===== src/rtl/alu_div4.sv =====
// rtl/alu_div4.sv - sequential 4-bit restoring divider, unsigned and signed
//
// Purpose:
//   Companion to the 4-bit add/sub ALU. Performs Dividend / Divisor with a
//   restoring shift-and-subtract datapath, one quotient bit per clock, and
//   reports quotient, remainder and DZ/OF/ZF flags.
//
// Ports:
//   clk          rising-edge clock
//   rst_n        asynchronous active-low reset
//   start_i      request, sampled while idle or on the done cycle
//   dividend_i   numerator, latched on an accepted start
//   divisor_i    denominator, latched on an accepted start
//   signed_i     0 = unsigned, 1 = two's complement, latched on accept
//   busy_o       high while iterations are in progress
//   done_o       one-cycle pulse when results become valid
//   quotient_o   registered quotient, held until the next completion
//   remainder_o  registered remainder, held until the next completion
//   dz_o         divide-by-zero flag
//   of_o         signed overflow flag (-8 / -1)
//   zf_o         quotient is zero

module alu_div4 (
   input  logic       clk,
   input  logic       rst_n,
   input  logic       start_i,
   input  logic [3:0] dividend_i,
   input  logic [3:0] divisor_i,
   input  logic       signed_i,
   output logic       busy_o,
   output logic       done_o,
   output logic [3:0] quotient_o,
   output logic [3:0] remainder_o,
   output logic       dz_o,
   output logic       of_o,
   output logic       zf_o
);

   typedef enum logic [1:0] {
      S_IDLE = 2'd0,
      S_CALC = 2'd1,
      S_DONE = 2'd2
   } state_e;

   state_e     state_q, state_d;
   logic [1:0] cnt_q,   cnt_d;
   logic [3:0] rem_q,   rem_d;    // partial remainder magnitude
   logic [3:0] dvd_q,   dvd_d;    // dividend magnitude, quotient bits shift in from the right
   logic [3:0] dsr_q,   dsr_d;    // divisor magnitude
   logic       qneg_q,  qneg_d;   // quotient must be negated at the end
   logic       rneg_q,  rneg_d;   // remainder must be negated at the end
   logic       ovf_q,   ovf_d;    // operands were -8 / -1 in signed mode

   logic [3:0] quo_q, quo_d;
   logic [3:0] rmd_q, rmd_d;
   logic       dz_q,  dz_d;
   logic       of_q,  of_d;
   logic       zf_q,  zf_d;

   logic [3:0] dvd_abs;
   logic [3:0] dsr_abs;
   logic [4:0] shifted;
   logic [5:0] trial;
   logic       borrow;
   logic [3:0] q_mag_nx;
   logic [3:0] r_mag_nx;
   logic [3:0] q_fin;
   logic [3:0] r_fin;

   // Magnitudes of the live inputs; |-8| wraps to 4'b1000, which the
   // datapath then treats as unsigned 8.
   assign dvd_abs = (signed_i && dividend_i[3]) ? (~dividend_i + 4'd1) : dividend_i;
   assign dsr_abs = (signed_i && divisor_i[3])  ? (~divisor_i  + 4'd1) : divisor_i;

   // One restoring step. The remainder is always below the divisor
   // magnitude (at most 8), so the shifted value fits in 5 bits and the
   // restored remainder fits back in 4.
   assign shifted  = {rem_q, dvd_q[3]};
   assign trial    = {1'b0, shifted} - {2'b00, dsr_q};
   assign borrow   = trial[5];
   assign q_mag_nx = {dvd_q[2:0], ~borrow};
   assign r_mag_nx = borrow ? shifted[3:0] : trial[3:0];

   // Sign correction of the last step's result. The -8 / -1 case needs no
   // special handling here: the magnitude 8 with no negation is already the
   // wrapped value 4'b1000.
   assign q_fin = qneg_q ? (~q_mag_nx + 4'd1) : q_mag_nx;
   assign r_fin = rneg_q ? (~r_mag_nx + 4'd1) : r_mag_nx;

   always_comb begin
      state_d = state_q;
      cnt_d   = cnt_q;
      rem_d   = rem_q;
      dvd_d   = dvd_q;
      dsr_d   = dsr_q;
      qneg_d  = qneg_q;
      rneg_d  = rneg_q;
      ovf_d   = ovf_q;
      quo_d   = quo_q;
      rmd_d   = rmd_q;
      dz_d    = dz_q;
      of_d    = of_q;
      zf_d    = zf_q;

      case (state_q)
         S_IDLE, S_DONE: begin
            if (start_i) begin
               cnt_d  = 2'd3;
               rem_d  = 4'd0;
               dvd_d  = dvd_abs;
               dsr_d  = dsr_abs;
               qneg_d = signed_i && (dividend_i[3] ^ divisor_i[3]);
               rneg_d = signed_i && dividend_i[3];
               ovf_d  = signed_i && (dividend_i == 4'b1000) && (divisor_i == 4'b1111);
               if (divisor_i == 4'd0) begin
                  // Division by zero completes on the accepting edge.
                  state_d = S_DONE;
                  quo_d   = 4'b1111;
                  rmd_d   = dividend_i;
                  dz_d    = 1'b1;
                  of_d    = 1'b0;
                  zf_d    = 1'b0;
               end else begin
                  state_d = S_CALC;
               end
            end else begin
               state_d = S_IDLE;
            end
         end

         S_CALC: begin
            rem_d = r_mag_nx;
            dvd_d = q_mag_nx;
            cnt_d = cnt_q - 2'd1;
            if (cnt_q == 2'd0) begin
               state_d = S_DONE;
               quo_d   = q_fin;
               rmd_d   = r_fin;
               dz_d    = 1'b0;
               of_d    = ovf_q;
               zf_d    = (q_fin == 4'd0);
            end
         end

         default: begin
            state_d = S_IDLE;
         end
      endcase
   end

   always_ff @(posedge clk or negedge rst_n) begin
      if (!rst_n) begin
         state_q <= S_IDLE;
         cnt_q   <= 2'd0;
         rem_q   <= 4'd0;
         dvd_q   <= 4'd0;
         dsr_q   <= 4'd0;
         qneg_q  <= 1'b0;
         rneg_q  <= 1'b0;
         ovf_q   <= 1'b0;
         quo_q   <= 4'd0;
         rmd_q   <= 4'd0;
         dz_q    <= 1'b0;
         of_q    <= 1'b0;
         zf_q    <= 1'b0;
      end else begin
         state_q <= state_d;
         cnt_q   <= cnt_d;
         rem_q   <= rem_d;
         dvd_q   <= dvd_d;
         dsr_q   <= dsr_d;
         qneg_q  <= qneg_d;
         rneg_q  <= rneg_d;
         ovf_q   <= ovf_d;
         quo_q   <= quo_d;
         rmd_q   <= rmd_d;
         dz_q    <= dz_d;
         of_q    <= of_d;
         zf_q    <= zf_d;
      end
   end

   assign busy_o      = (state_q == S_CALC);
   assign done_o      = (state_q == S_DONE);
   assign quotient_o  = quo_q;
   assign remainder_o = rmd_q;
   assign dz_o        = dz_q;
   assign of_o        = of_q;
   assign zf_o        = zf_q;

endmodule


===== config.mk =====
export PLATFORM = sky130hd
export DESIGN_NAME = alu_div4
export DESIGN_NICKNAME = d
export VERILOG_FILES = /design/src/rtl/alu_div4.sv
export SDC_FILE = /design/constraint.sdc
export NUM_CORES = 1
export LEC_CHECK = 0
export BUFFER_PORTS_ARGS = -buffer_cell sky130_fd_sc_hd__buf_4
export CAP_MARGIN = 20
export CORE_MARGIN = 3
export CORE_UTILIZATION = 45
export CTS_BUF_LIST = sky130_fd_sc_hd__clkbuf_16
export DETAILED_ROUTE_END_ITERATION = 8
export PLACE_DENSITY = 0.64
export REMOVE_ABC_BUFFERS = 1
export SYNTH_ARGS = -nofsm -noshare
export SYNTH_HDL_FRONTEND = slang
export SYNTH_SLANG_ARGS = --single-unit

===== constraint.sdc =====
create_clock -name clk -period 6.08 [get_ports clk]
set_clock_uncertainty 0.2 [all_clocks]
set_input_delay 0.304 -clock clk [delete_from_list [all_inputs] [get_ports clk]]
set_output_delay 0.304 -clock clk [all_outputs]
set_load 0.01 [all_outputs]

# == Word-level counts from Yosys, hierarchy flattened ==
# Index checks and enable logic that the tools add are counted.
# totals
in_bits,12
regBits,30
# op_classes
add_sub_neg,6
n_eq_ne,7
n_bitwise,6
mux,33
reduce_logical,14
# op_table
op,n
4-bit two-way mux,13
4-bit case mux with 2 select lines,4
4-bit by 1-bit adder with 4-bit output (second input constant),4
4-bit inverter,4
4-bit equality test (second input constant),2
4-bit zero test,2
2-bit two-way mux,4
2-bit case mux with 2 select lines,2
1-bit two-way mux,7
1-bit case mux with 2 select lines,3
5-bit by 4-bit subtractor with 6-bit output,1
1-bit logical AND,5
2-bit zero test,2
2-bit inequality test (second input constant),2
2-bit AND reduction,2
4-bit AND reduction,1
2-bit by 1-bit equality test with 1-bit output (second input constant),1
2-bit equality test (second input constant),1
2-bit by 1-bit inequality test with 1-bit output (second input constant),1
2-bit nonzero test,1
2-bit OR reduction,1
2-bit by 1-bit subtractor with 2-bit output (second input constant),1
1-bit inverter,1
1-bit bitwise XOR,1

# == Depth between registers and ports, before layout ==
# logic_depth
depth_word,8
mapped_depth,13

# == Worst setup path after synthesis ==
# Ideal clock, no wire load.
# synth_timing
path_type,register -> register
startpoint,reg rem_q[0]
endpoint,reg zf_q (netlist: zf_o)
setup_time_ns,0.139
path_buffers,1
required_ns,5.741
path_stages_with_launch,13
setup_slack_ns,3.575
arrival_time_ns,2.166
path_cell_list,dfrtp_1 -> ha_1 -> nor2b_1 -> o221a_4 -> nand2b_4 -> buf_6 -> inv_1 -> ha_1 -> inv_1 -> a31oi_1 -> nor2_1 -> a31oi_1 -> o32ai_1
# synth_between
elab_chain_cells,8
# synth_rtl
element,line,text
"start, declared",47,"logic [3:0] rem_q, rem_d;"
"start signal, assigned",169,rem_q <= rem_d;
5-bit by 4-bit subtractor with 6-bit output (*),79,"assign trial = {1'b0, shifted} - {2'b00, dsr_q};"
1-bit inverter (*),81,"assign q_mag_nx = {dvd_q[2:0], ~borrow};"
4-bit inverter,87,assign q_fin = qneg_q ? (~q_mag_nx + 4'd1) : q_mag_nx;
4-bit by 1-bit adder with 4-bit output,87,
4-bit two-way mux (*),87,
4-bit zero test (*),141,zf_d = (q_fin == 4'd0);
1-bit two-way mux (*),135,if (cnt_q == 2'd0) begin
1-bit case mux with 2 select lines (*),105,case (state_q)
"end signal, assigned",179,zf_q <= zf_d;
"end, declared",58,"logic zf_q, zf_d;"
# Every way passes the cells marked *; elsewhere a longest branch is shown, timed or not. The select of a mux whose other input is x is not followed.
# A chain may end at the register's enable or synchronous reset.

# == Final worst setup path ==
# Same ends and word-level chain as after synthesis.

==> metrics.md <==
| Metric | Value |
|---|---|
| CTS tree | done |
| Hold_sp | dividend_i[3] |
| Sink Count | 30 |
| Worst R2R End | zf_o |
| Final hold vios | 0 |
| H-tree levels | 2 |
| First-pass GRT wire length | 6820 µm |
| Initial antenna violation count | 0 |
| Total gr overflow | 0 |
| Largest net degree at the start of global routing | 31 |
| Vias per cell | 5.65 |
| IO Port Bufs | 24 |
| Peak supply drop | 0.243 mV |
| GR Util All Layers | 20.0% |
| Sw frac | 43.3% |
| Final worst slack | 3370 ps |
| Synth cell types | 45 |
| Post-synth EDFFs | 0 |
| Startpoint Class | register |
| DIE AREA | 4740 µm² |
| CP max FO | 8 |
| Most frequent cells in the layout | dfrtp_1 (30), nand2_1 (28), buf_4 (24), inv_1 (16), o21ai_0 (16) |
| Pwr dens | 626 nW/µm² |
| Final nets | 244 |
| Sequential power share | 27.6% |
| Hold WC Path Type | in -> reg |
| Setup_tns | 0 ps |
| GP Congestion | 0.808 |
| Slew margin rel. | 51.9% |
| Clk slew on worst S/H paths | 50 ps |
| Die H | 68.9 µm |
| I/O pins | 25 |
| Endpoint class of the critical path | register |
| Post-DP HPWL | 3180 µm |
| Pre-CTS WS | 3390 ps |
| Clock latency on the worst-skew pair | 280 ps |
| Max cap viols | 0 |
| Avg Inst Size Synth | 9.03 µm² |
| Power share of the combinational group | 54.9% |
| Vias in the first global route | 1,461 |
| Drt total wl | 4300 µm |
| TritonRoute pass-1 iters | 4 |
| Net Switching | 0.577 mW |
| Post-CTS Setup Bufs | 0 |
| Worst R2R Setup Slack | 3370 ps |
| Clock root buffer master | clkbuf_16 |
| P&R area growth vs syn | 19.8% |
| Clk pwr share | 17.5% |
| # resized after CTS | 0 |
| Hold Path Stages | 3 |
| Routed via count | 1,530 |
| Width of the chip | 68.9 µm |
| # diodes | 0 |
| FF+latch count, synth | 30 |
| WL per Instance | 15.9 µm |
| Endpoints failing setup | 0 |
| Cells after Synth | 197 |
| R2r worst-path depth | 11 |
| Fin cells | 271 |
| Post-synthesis sequential area ratio | 42.2% |
| Placed cells | 262 |
| Reg-to-Reg Start | rem_q[0] |
| Drt drc | 0 |
| Slew @ Worst Pin | 720 ps |
| Synth Flop Type | dfrtp_1 |
| Min cycle time layout | 2710 ps |
| Status | completed |
| Layout cells sized above 1 | 16.6% |
| RSZ-0062 raised after global routing | false |
| Internal power contribution | 0.755 mW |
| Post-Syn Area | 1780 µm² |
| CTS buffer count | 5 |
| Fraction of registers with async set/reset | 100% |
| Starting Density | 47.5% |
| Fin crit share | 44.7% |
| Synth Warn # | 0 |
| Antenna viol nets, final | 0 |
| Max Root-Sink Buffers | 2 |
| Row count | 22 |
| Leakage | 1.01 nW |
| DR iter-0 viols | 124 |
| Crit Path Class | reg -> reg |
| Arr. time, crit path | 2650 ps |
| Worst EP required | 6020 ps |
| FMAX | 368 MHz |
| Slew Limit Fails | 0 |
| Min-Delay Endpoint | dvd_q[3] |
| Fillers | 342 |
| Core Box Area | 3740 µm² |
| Leading cell type in the layout, fill and taps excluded | dfrtp_1 |
-- per-stage QoR --
stage                     power [mW]  instance area, µm²  utilization, %  hold slack (ps)
final                           1.33                2130            56.9             95.6
after global routing            1.43                2130            56.9              112
after CTS                       1.33                2130            56.9             94.5
after detailed placement        1.09                1980            53.0             61.1
after global placement          1.07                1980            53.0             56.2
after floorplan                0.872                1740               -             -192
-- worst max path at each step --
stage	from	endpoint	slack, ps	cells past startpoint
2_1_floorplan	rem_q[0]	zf_o	3630	11
3_3_place_gp	rem_q[0]	zf_o	3530	11
3_5_place_dp	rem_q[0]	zf_o	3390	11
4_1_cts	rem_q[0]	zf_o	3380	11
5_1_grt	rem_q[0]	zf_o	3210	11
6_report	rem_q[0]	zf_o	3370	11
-- kinds of logic (layout without fill, tap and decap cells) --
group / after synthesis / count (layout) / share of synthesized area, %
AOI/OAI and AO/OA: 55 / 55 / 20.6
xor gates and xnor gates: 6 / 6 / 2.96
adders and majority gates: 10 / 10 / 7.46
buffers and inverters: 23 / 49 / 5.35
DFF: 30 / 30 / 42.2
muxes: 5 / 5 / 2.89
and+or+nand+nor: 68 / 68 / 18.5
-- registers in the layout (all words and copies together), names as in the netlist, 2 cells and up --
register	count
remainder_o	4
dsr_q	4
quotient_o	4
state_q	2
rem_q	4
cnt_q	2
dvd_q	4
-- cells in the mapped netlist (2+ instances only) --
master	instances	area share, %
nand3_1	4	1.1
and2_1	2	0.70
o22ai_1	3	1.1
xor2_1	2	0.99
o31ai_1	3	1.3
or3_1	2	0.70
nand4_1	2	0.70
o21a_1	2	0.84
o211ai_1	2	0.84
nor3b_1	2	0.84
a22oi_1	4	1.7
nor2b_1	6	2.1
nand2_1	28	5.9
xnor2_1	4	2.0
clkbuf_1	5	1.1
a21oi_1	8	2.3
nor3_1	3	0.84
a31oi_1	4	1.4
o21ai_1	3	0.84
o21ai_0	16	4.5
mux2i_1	4	2.3
nand2b_1	2	0.70
nor2_1	12	2.5
ha_1	9	6.3
dfrtp_1	30	42
inv_1	15	3.2
a211oi_1	2	0.84
-- routing by layer --
metal	GRT usage, %	routed length, µm	vias up
li1	-	-	742
met1	25.5	1950	730
met5	0	0	-
met4	6.81	63	0
met2	31.5	1960	51
met3	6.97	333	7
-- power groups by stage --
stage | clock (mW) | combinational [mW] | sequential [mW]
after floorplan | 0 | 0.505 | 0.367
final | 0.233 | 0.732 | 0.368
after global placement | 0 | 0.704 | 0.367
after global routing | 0.246 | 0.803 | 0.379
after CTS | 0.237 | 0.726 | 0.367
after detailed placement | 0 | 0.723 | 0.369
-- timing repair --
action	4_1_cts	5_1_grt
hold buffers	1	0
hold endpoints to repair	30	0
endpoints found under the setup margin	0	0
-- final cells by class --
class,instances,area (µm²),area share (%)
multi-input cells,144,932,43.7
inverters,16,60.1,2.82
repair buffers,25,190,8.93
clock inverters,3,12.5,0.587
flip-flops and latches,30,751,35.2
well taps,48,60.1,2.82
clock buffers,5,125,5.87
-- critical path, cell delays in order, from the launching register on --
cell and delay (ps):
dfrtp_1 450, ha_1 300, nor2b_1 240, o221a_4 290, nand2b_4 180, inv_1 90, ha_1 270, inv_1 60
a31oi_1 180, nor2_1 60, a31oi_1 160, o32ai_1 90
Note: power is estimated with default switching activity, not from simulation.
